**src/rtl/tile_scheduler.sv**
```systemverilog
// Layer sequencer for the systolic array: per weight tile it loads weights,
// switches them in, streams every input-feature tile, then drains the array.
module tile_scheduler #(
  parameter int CNT_W        = 8,
  parameter int DRAIN_CYCLES = 16
) (
  input  logic             clk,
  input  logic             rst,
  input  logic             job_valid,
  output logic             job_ready,
  input  logic [CNT_W-1:0] job_w_tiles,
  input  logic [CNT_W-1:0] job_if_tiles,
  output logic             w_read,
  input  logic             w_done,
  output logic             if_read,
  input  logic             if_done,
  output logic             clr_w,
  output logic             clr_if,
  output logic             switch,
  output logic [CNT_W-1:0] w_tile_idx,
  output logic [CNT_W-1:0] if_tile_idx,
  output logic             busy,
  output logic             job_done
);

  localparam int DRN_W = (DRAIN_CYCLES > 1) ? $clog2(DRAIN_CYCLES) : 1;
  localparam logic [DRN_W-1:0] DRN_LAST = DRN_W'(DRAIN_CYCLES - 1);

  typedef enum logic [2:0] {
    S_IDLE, S_CLR_W, S_LOAD_W, S_SWITCH, S_CLR_IF, S_STREAM_IF, S_DRAIN, S_DONE
  } state_t;

  state_t           r_state;
  state_t           w_next;
  logic [CNT_W-1:0] r_w_tiles;
  logic [CNT_W-1:0] r_if_tiles;
  logic [CNT_W-1:0] r_w_idx;
  logic [CNT_W-1:0] r_if_idx;
  logic [DRN_W-1:0] r_drain;

  logic w_accept;
  logic w_zero_job;
  logic w_if_last;
  logic w_w_last;
  logic w_drain_end;

  // Last-index tests use count-1 so a full-scale count never wraps the compare.
  assign w_accept    = (r_state == S_IDLE) && job_valid;
  assign w_zero_job  = (job_w_tiles == '0) || (job_if_tiles == '0);
  assign w_if_last   = (r_if_idx == (r_if_tiles - CNT_W'(1)));
  assign w_w_last    = (r_w_idx == (r_w_tiles - CNT_W'(1)));
  assign w_drain_end = (r_drain == DRN_LAST);

  always_ff @(posedge clk) begin
    if (rst) r_state <= S_IDLE;
    else     r_state <= w_next;
  end

  always_comb begin
    w_next    = r_state;
    job_ready = 1'b0;
    clr_w     = 1'b0;
    w_read    = 1'b0;
    switch    = 1'b0;
    clr_if    = 1'b0;
    if_read   = 1'b0;
    job_done  = 1'b0;
    busy      = 1'b1;
    unique case (r_state)
      S_IDLE: begin
        job_ready = 1'b1;
        busy      = 1'b0;
        if (job_valid) w_next = w_zero_job ? S_DONE : S_CLR_W;
      end
      S_CLR_W: begin
        clr_w  = 1'b1;
        w_next = S_LOAD_W;
      end
      S_LOAD_W: begin
        w_read = 1'b1;
        if (w_done) w_next = S_SWITCH;
      end
      S_SWITCH: begin
        switch = 1'b1;
        w_next = S_CLR_IF;
      end
      S_CLR_IF: begin
        clr_if = 1'b1;
        w_next = S_STREAM_IF;
      end
      S_STREAM_IF: begin
        if_read = 1'b1;
        if (if_done) w_next = w_if_last ? S_DRAIN : S_CLR_IF;
      end
      S_DRAIN: begin
        if (w_drain_end) w_next = w_w_last ? S_DONE : S_CLR_W;
      end
      S_DONE: begin
        job_done = 1'b1;
        w_next   = S_IDLE;
      end
      default: w_next = S_IDLE;
    endcase
  end

  // Tile indices are visible to the address generators, so they reset to zero.
  always_ff @(posedge clk) begin
    if (rst) begin
      r_w_idx  <= '0;
      r_if_idx <= '0;
    end else if (w_accept) begin
      r_w_idx  <= '0;
      r_if_idx <= '0;
    end else if (r_state == S_STREAM_IF && if_done && !w_if_last) begin
      r_if_idx <= r_if_idx + CNT_W'(1);
    end else if (r_state == S_DRAIN && w_drain_end && !w_w_last) begin
      r_w_idx  <= r_w_idx + CNT_W'(1);
      r_if_idx <= '0;
    end
  end

  // Job counts and the drain timer are always rewritten before use.
  always_ff @(posedge clk) begin
    if (w_accept) begin
      r_w_tiles  <= job_w_tiles;
      r_if_tiles <= job_if_tiles;
    end
    if (r_state == S_DRAIN) r_drain <= r_drain + DRN_W'(1);
    else                    r_drain <= '0;
  end

  assign w_tile_idx  = r_w_idx;
  assign if_tile_idx = r_if_idx;

endmodule

```
**config.mk**
```make
export PLATFORM = sky130hd
export DESIGN_NAME = tile_scheduler
export DESIGN_NICKNAME = d
export VERILOG_FILES = /design/src/rtl/tile_scheduler.sv
export SDC_FILE = /design/constraint.sdc
export NUM_CORES = 1
export LEC_CHECK = 0
export CAP_MARGIN = 25
export CORE_MARGIN = 3
export CORE_UTILIZATION = 45
export CTS_CLUSTER_DIAMETER = 150
export DETAILED_ROUTE_END_ITERATION = 10
export PLACE_DENSITY_LB_ADDON = 0.15
export SYNTH_ARGS = -nofsm -noshare
export SYNTH_HDL_FRONTEND = slang
export SYNTH_SLANG_ARGS = --single-unit
```
**constraint.sdc**
```tcl
create_clock -name clk -period 2.2 [get_ports clk]
set_input_delay 0.44 -clock clk [delete_from_list [all_inputs] [get_ports clk]]
set_output_delay 0.44 -clock clk [all_outputs]
set_load 0.05 [all_outputs]
```
# Word-level counts from Yosys, hierarchy flattened
# Cells that the tools add are included.
# W data, S select, Z words.
[totals]
register_bits = 39
latch_bits = 0
ram_bits = 0
romBits = 0
in_bits = 21
out_inout_bits = 24
word_cells = 59
mem_count = 0
[op_classes]
n_addsub = 5
multipliers = 0
n_div = 0
n_lt_le_gt_ge = 0
eq_ne = 14
n_shift = 0
n_mux = 18
n_bitwise = 1
n_reduce_logical = 15
[ops]
columns = ["operator", "n"]
rows = [
  ["$pmux W3 S8", 1],
  ["$mux W3", 6],
  ["$add A8 B1 Y8 const B", 2],
  ["$eq A8 B8 Y1", 2],
  ["$logic_not A8 Y1", 2],
  ["$mux W8", 2],
  ["$sub A8 B1 Y8 const B", 2],
  ["$eq A3 B3 Y1 const B", 4],
  ["$mux W1", 8],
  ["$ne A2 B2 Y1 const B", 4],
  ["$eq A3 B2 Y1 const B", 2],
  ["$logic_and A1 B1 Y1", 5],
  ["$add A4 B1 Y4 const B", 1],
  ["$eq A4 B4 Y1 const B", 1],
  ["$reduce_and A4 Y1", 1],
  ["$eq A3 B1 Y1 const B", 1],
  ["$logic_not A3 Y1", 1],
  ["$logic_not A1 Y1", 2],
  ["$mux W2", 1],
  ["$reduce_and A2 Y1", 1],
  ["$reduce_bool A2 Y1", 1],
  ["$reduce_or A2 Y1", 1],
  ["$logic_or A1 B1 Y1", 1],
  ["$not A1 Y1", 1],
]

# Longest topological paths before layout
# Gate-level depths: netlist (run 1).
[logic_depth]
word_depth = 6
depth_mapped = 10
depth_no_buf = 9

# Worst setup path before layout (run 1)
# OpenSTA, ideal clock, no wires.
[synth_timing]
path_type = "register to register"
start = "register r_state[1]"
end = "register r_if_idx[4], in the netlist if_tile_idx[4]"
setup_ps = 122
arrival_ps = 3096
required_time_ps = 2078
slack_ps = -1018
path_stages_with_launch = 8
n_path_buf = 2
synth_period_minus_slack_ps = 3218
path_cell_list = "dfxtp_1 nor3_1 and2_1 clkbuf_1 nor2_1 clkbuf_1 o211ai_1 o21ai_1"
[synth_between]
elab_cells_between_ends = 11
cone_classes = "2 x eq/ne; 1 x mux; 8 x reduce/logical"
[synth_lines]
columns = ["item", "line_no", "source"]
rows = [
  ["from (decl)", "33", "state_t r_state;"],
  ["from (signal assigned)", "56", "else r_state <= w_next;"],
  ["$logic_not A3 Y1", "48", "assign w_accept = (r_state == S_IDLE) && job_valid;"],
  ["$logic_and A1 B1 Y1", "48", ""],
  ["net w_accept", "41", "logic w_accept;"],
  ["$reduce_or A2 Y1 (no source line)", "--", ""],
  ["to (signal assigned)", "115", "r_if_idx <= r_if_idx + CNT_W'(1);"],
  ["to (decl)", "38", "logic [CNT_W-1:0] r_if_idx;"],
]
# The timed path passes the listed nets, and every way through them passes these cells.
# A chain may end at the register's enable or synchronous reset.

# Worst setup path in the final report (run 1)
[layout_timing]
start = "register r_w_tiles[0]"
end = "register r_w_idx[4], in the netlist w_tile_idx[4]"
[layout_between]
elab_chain_cells = 5
[layout_rtl]
columns = ["item", "line_no", "source"]
rows = [
  ["from (decl)", "35", "logic [CNT_W-1:0] r_w_tiles;"],
  ["from (signal assigned)", "125", "r_w_tiles <= job_w_tiles;"],
  ["$sub A8 B1 Y8", "51", "assign w_w_last = (r_w_idx == (r_w_tiles - CNT_W'(1)));"],
  ["$eq A8 B8 Y1", "51", ""],
  ["$logic_not A1 Y1", "116", "end else if (r_state == S_DRAIN && w_drain_end && !w_w_last) begin"],
  ["$logic_and A1 B1 Y1", "116", ""],
  ["$reduce_and A2 Y1 (no source line)", "--", ""],
  ["to (signal assigned)", "117", "r_w_idx <= r_w_idx + CNT_W'(1);"],
  ["to (decl)", "37", "logic [CNT_W-1:0] r_w_idx;"],
]
# Every way passes these cells.

==> results.md, run 1 <==
- Status: complete, but fails checks
- Failing checks: negative setup slack
- Post-synth top area share: 20.85%
- Synth Area in XOR/XNOR: 10.26%
- Crit path DAT: 2.39 ns
- Detailed Route Iter0 Violations: 133
- Overall routing resource usage: 18.11%
- CTS clk-pin slew, worst paths: 0.07 ns
- Area grow syn2layout: 41.15%
- Ant diodes: 0
- Post-Syn Instances: 252
- Mapped Area: 0.002305 mm²
- H-tree levels: 2
- Vias in the first global route: 1,858
- Ys Warns: 0
- Mux cell area share after synthesis: 1.737%
- Die X: 77.57 µm
- Worst min path class: reg -> reg
- Via/cell ratio: 5.254
- Post-synthesis register bit count: 39
- Minimum clock period: 2.202 ns
- Pleak: 1.213 nW
- Sequential area share after synthesis: 40.83%
- Final nets: 348
- Total CTS buffers: 5
- Layout cells sized above 1: 24.46%
- Post-synthesis average cell area: 9.146 µm²
- Compound-Gate Fraction of Synth Area: 15.36%
- FMAX: 454.1 MHz
- Synth area leaders: edfxtp_1, dfxtp_1, xnor2_1
- Pre-CTS WS: 0.007051 ns
- CTS tree: yes
- Drt drc: 0
- Finished Layout Cells: 390
- First-pass GRT wire length: 8700 µm
- Top FF cell, synth: dfxtp_1
- Fill count: 389
- VDD IR max: 0.9439 mV
- Combinational family with the most area after synthesis: simple AND/OR/NAND/NOR gates
- Final hold violations: 0
- Worst slew pin tran: 0.5033 ns
- Detail Placement HPWL: 3898 µm
- RSZ-0062 raised after global routing: true
- Initial cell density of the core: 47.54%
- DRT Wirelength: 5408 µm
- Synth Net Count: 278
- Grt ovf: 0
- Clk_skew: 0.006290 ns
- Final worst path period share: 100.1%
- Post-Synth Simple-Gate Area: 24.92%
- Clock Sinks: 39
- Pre-antenna DRT Iters: 4
- Post-route cell area: 0.003253 mm²
- Die height: 77.57 µm
- Routability Congestion: 0.8349
- Clock root buffer: clkbuf_8
- Row cnt: 25
- Ports: 45
- Placed insts: 373
- Via count: 2,049
- Post-synth EDFFs: 16
- Largest driver fanout on the critical path: 5
- PortBufs: 44
- PD cells: 896.6 mW/mm²
- Wire length per cell: 13.87 µm
- Hold WS: 0.4553 ns
- Die area: 0.006016 mm²
- Max Root-Sink Buffers: 2
- Antenna violations before repair: 0
- Async S/R FF share, synth: 0%
- Largest net degree at the start of global routing: 17
- Setup CP Type: reg -> reg
- Worst EP required: 2.39 ns
- Yosys cell types: 44
- Slowest stage delay, CP: 0.43 ns
- Startpoint Class: flip-flop
- Detail Route Antenna Nets: 0
- Largest area contributor in the netlist: edfxtp_1
- Cell Area, Placed: 0.002948 mm²
- CP endpoint kind: flip-flop
- Max-Cap Viols: 0
- Final core utilization: 67.10%
- Crit path max-delay cell type: edfxtp_1
- CP Cell Sequence: buf_4, or2_4, nor4_4, xnor2_2, a2111oi_4, buf_4, a2111oi_2, xnor2_1, nor3_2
- Crit-path most repeated cell: buf_4
- Count of final setup violators: 1
- Core footprint: 0.004848 mm²
- Fin worst setup slack: -0.002064 ns
- Synth Area in Adders: 2.714%
- Slew Limit Fails: 0
- Clk Latency, worst-skew pair: 0.30 ns
- Worst rel slew slack: 66.34%
metal layers:
metal / track usage, % / part of all wire, %
met2: 26.94 / 47
met3: 4.176 / 4.8
met5: 0 / 0
met4: 5.872 / 1.2
met1: 25.90 / 47
logic make-up (layout without fill, tap and decap cells):
family          after synthesis  in the layout
buf+inv                      23             94
simple gates                106            106
xor+xnor                     27             27
flops                        39             39
mux                           4              4
compound gates               48             48
fa+ha+maj                     5              5
cell usage after synthesis, types with 3 or more instances:
cell	count
a211oi_1	3
a21oi_1	11
a31o_2	3
a31oi_1	3
and2_1	5
and3_1	5
clkbuf_1	6
dfxtp_1	23
edfxtp_1	16
ha_1	5
inv_1	14
mux2i_1	4
nand2_1	24
nand3_1	9
nand4_1	5
nor2_1	20
nor2b_1	5
nor3_1	8
nor4_1	7
o211ai_1	6
o21ai_1	6
o31a_1	4
or2_2	3
or3_1	3
xnor2_1	18
xor2_1	9
placed cells by master, fill, tap and decap left out, drive strengths merged, types with 10 or more instances in the layout:
| master | n |
|---|---|
| nor2 | 20 |
| xnor2 | 18 |
| dfxtp | 23 |
| clkdlybuf4s50 | 35 |
| nor4 | 10 |
| nand2 | 25 |
| inv | 14 |
| edfxtp | 16 |
| buf | 36 |
| a21oi | 12 |
where the power goes:
| group | switching, mW | internal [mW] | total [mW] |
|---|---|---|---|
| Sequential | 0.124 | 0.886 | 1.01 |
| Clock | 0.257 | 0.337 | 0.595 |
| Combinational | 0.781 | 0.531 | 1.31 |
| Total | 1.16 | 1.76 | 2.92 |
worst max-delay path: cells and delay by family (launching register included):
kind                   cells  cell delay, ns
AND/OR/NAND/NOR            3            0.47
buffers and inverters      2            0.35
XOR/XNOR                   2            0.35
AO/OA/AOI/OAI              2            0.49
flip-flops                 1            0.43
stage by stage:
stage	TNS (ns)	power [mW]
detailed placement	0	2.182
CTS	-0.0002638	2.789
finish	-0.002064	2.917
global route	-1.146	3.090
global placement	0	2.174
floorplan	-0.2541	1.816
repair_timing:
item / in CTS / in global routing
gates cloned: 0 / 0
setup endpoints to repair: 6 / 18
pin swaps: 0 / 7
buffers inserted: 0 / 9
hold buffers: 0 / 0
gates resized for setup: 2 / 20
cell type report:
| cell class | instances | area [µm²] | share of cell area [%] |
|---|---|---|---|
| clock buffer | 5 | 68.82 | 2.115 |
| tap | 67 | 83.83 | 2.577 |
| multi-input combinational | 190 | 1404 | 43.15 |
| clock inverter | 3 | 43.79 | 1.346 |
| inverter | 14 | 52.55 | 1.615 |
| sequential | 39 | 942.2 | 28.96 |
| timing repair buffer | 72 | 658.1 | 20.23 |
worst paths after layout:
| path | from | endpoint | slack (ns) | cells past startpoint |
|---|---|---|---|---|
| max | r_w_tiles[0] | w_tile_idx[4] | -0.002 | 9 |
| min | r_drain[0] | r_drain[0] | 0.46 | 1 |
| max reg2reg | r_w_tiles[0] | w_tile_idx[4] | -0.002 | 9 |
| min reg2reg | r_drain[0] | r_drain[0] | 0.46 | 1 |
sequential cells by signal (all words and copies together), names as in the netlist:
name         flops
if_tile_idx      8
r_drain          4
r_if_tiles       8
r_state          3
r_w_tiles        8
w_tile_idx       8
Power figures use the tool's default switching activity.
==> run 2, diff against run 1 <==
--- a/config.mk
+++ b/config.mk
@@ -8,6 +8,7 @@
 export CAP_MARGIN = 25
 export CORE_MARGIN = 3
 export CORE_UTILIZATION = 45
+export CTS_BUF_LIST = sky130_fd_sc_hd__clkbuf_8
 export CTS_CLUSTER_DIAMETER = 150
 export DETAILED_ROUTE_END_ITERATION = 10
 export PLACE_DENSITY_LB_ADDON = 0.15
==> results of run 2 <==
Same layout as run 1: the final DEF is identical, and so are final timing and power.
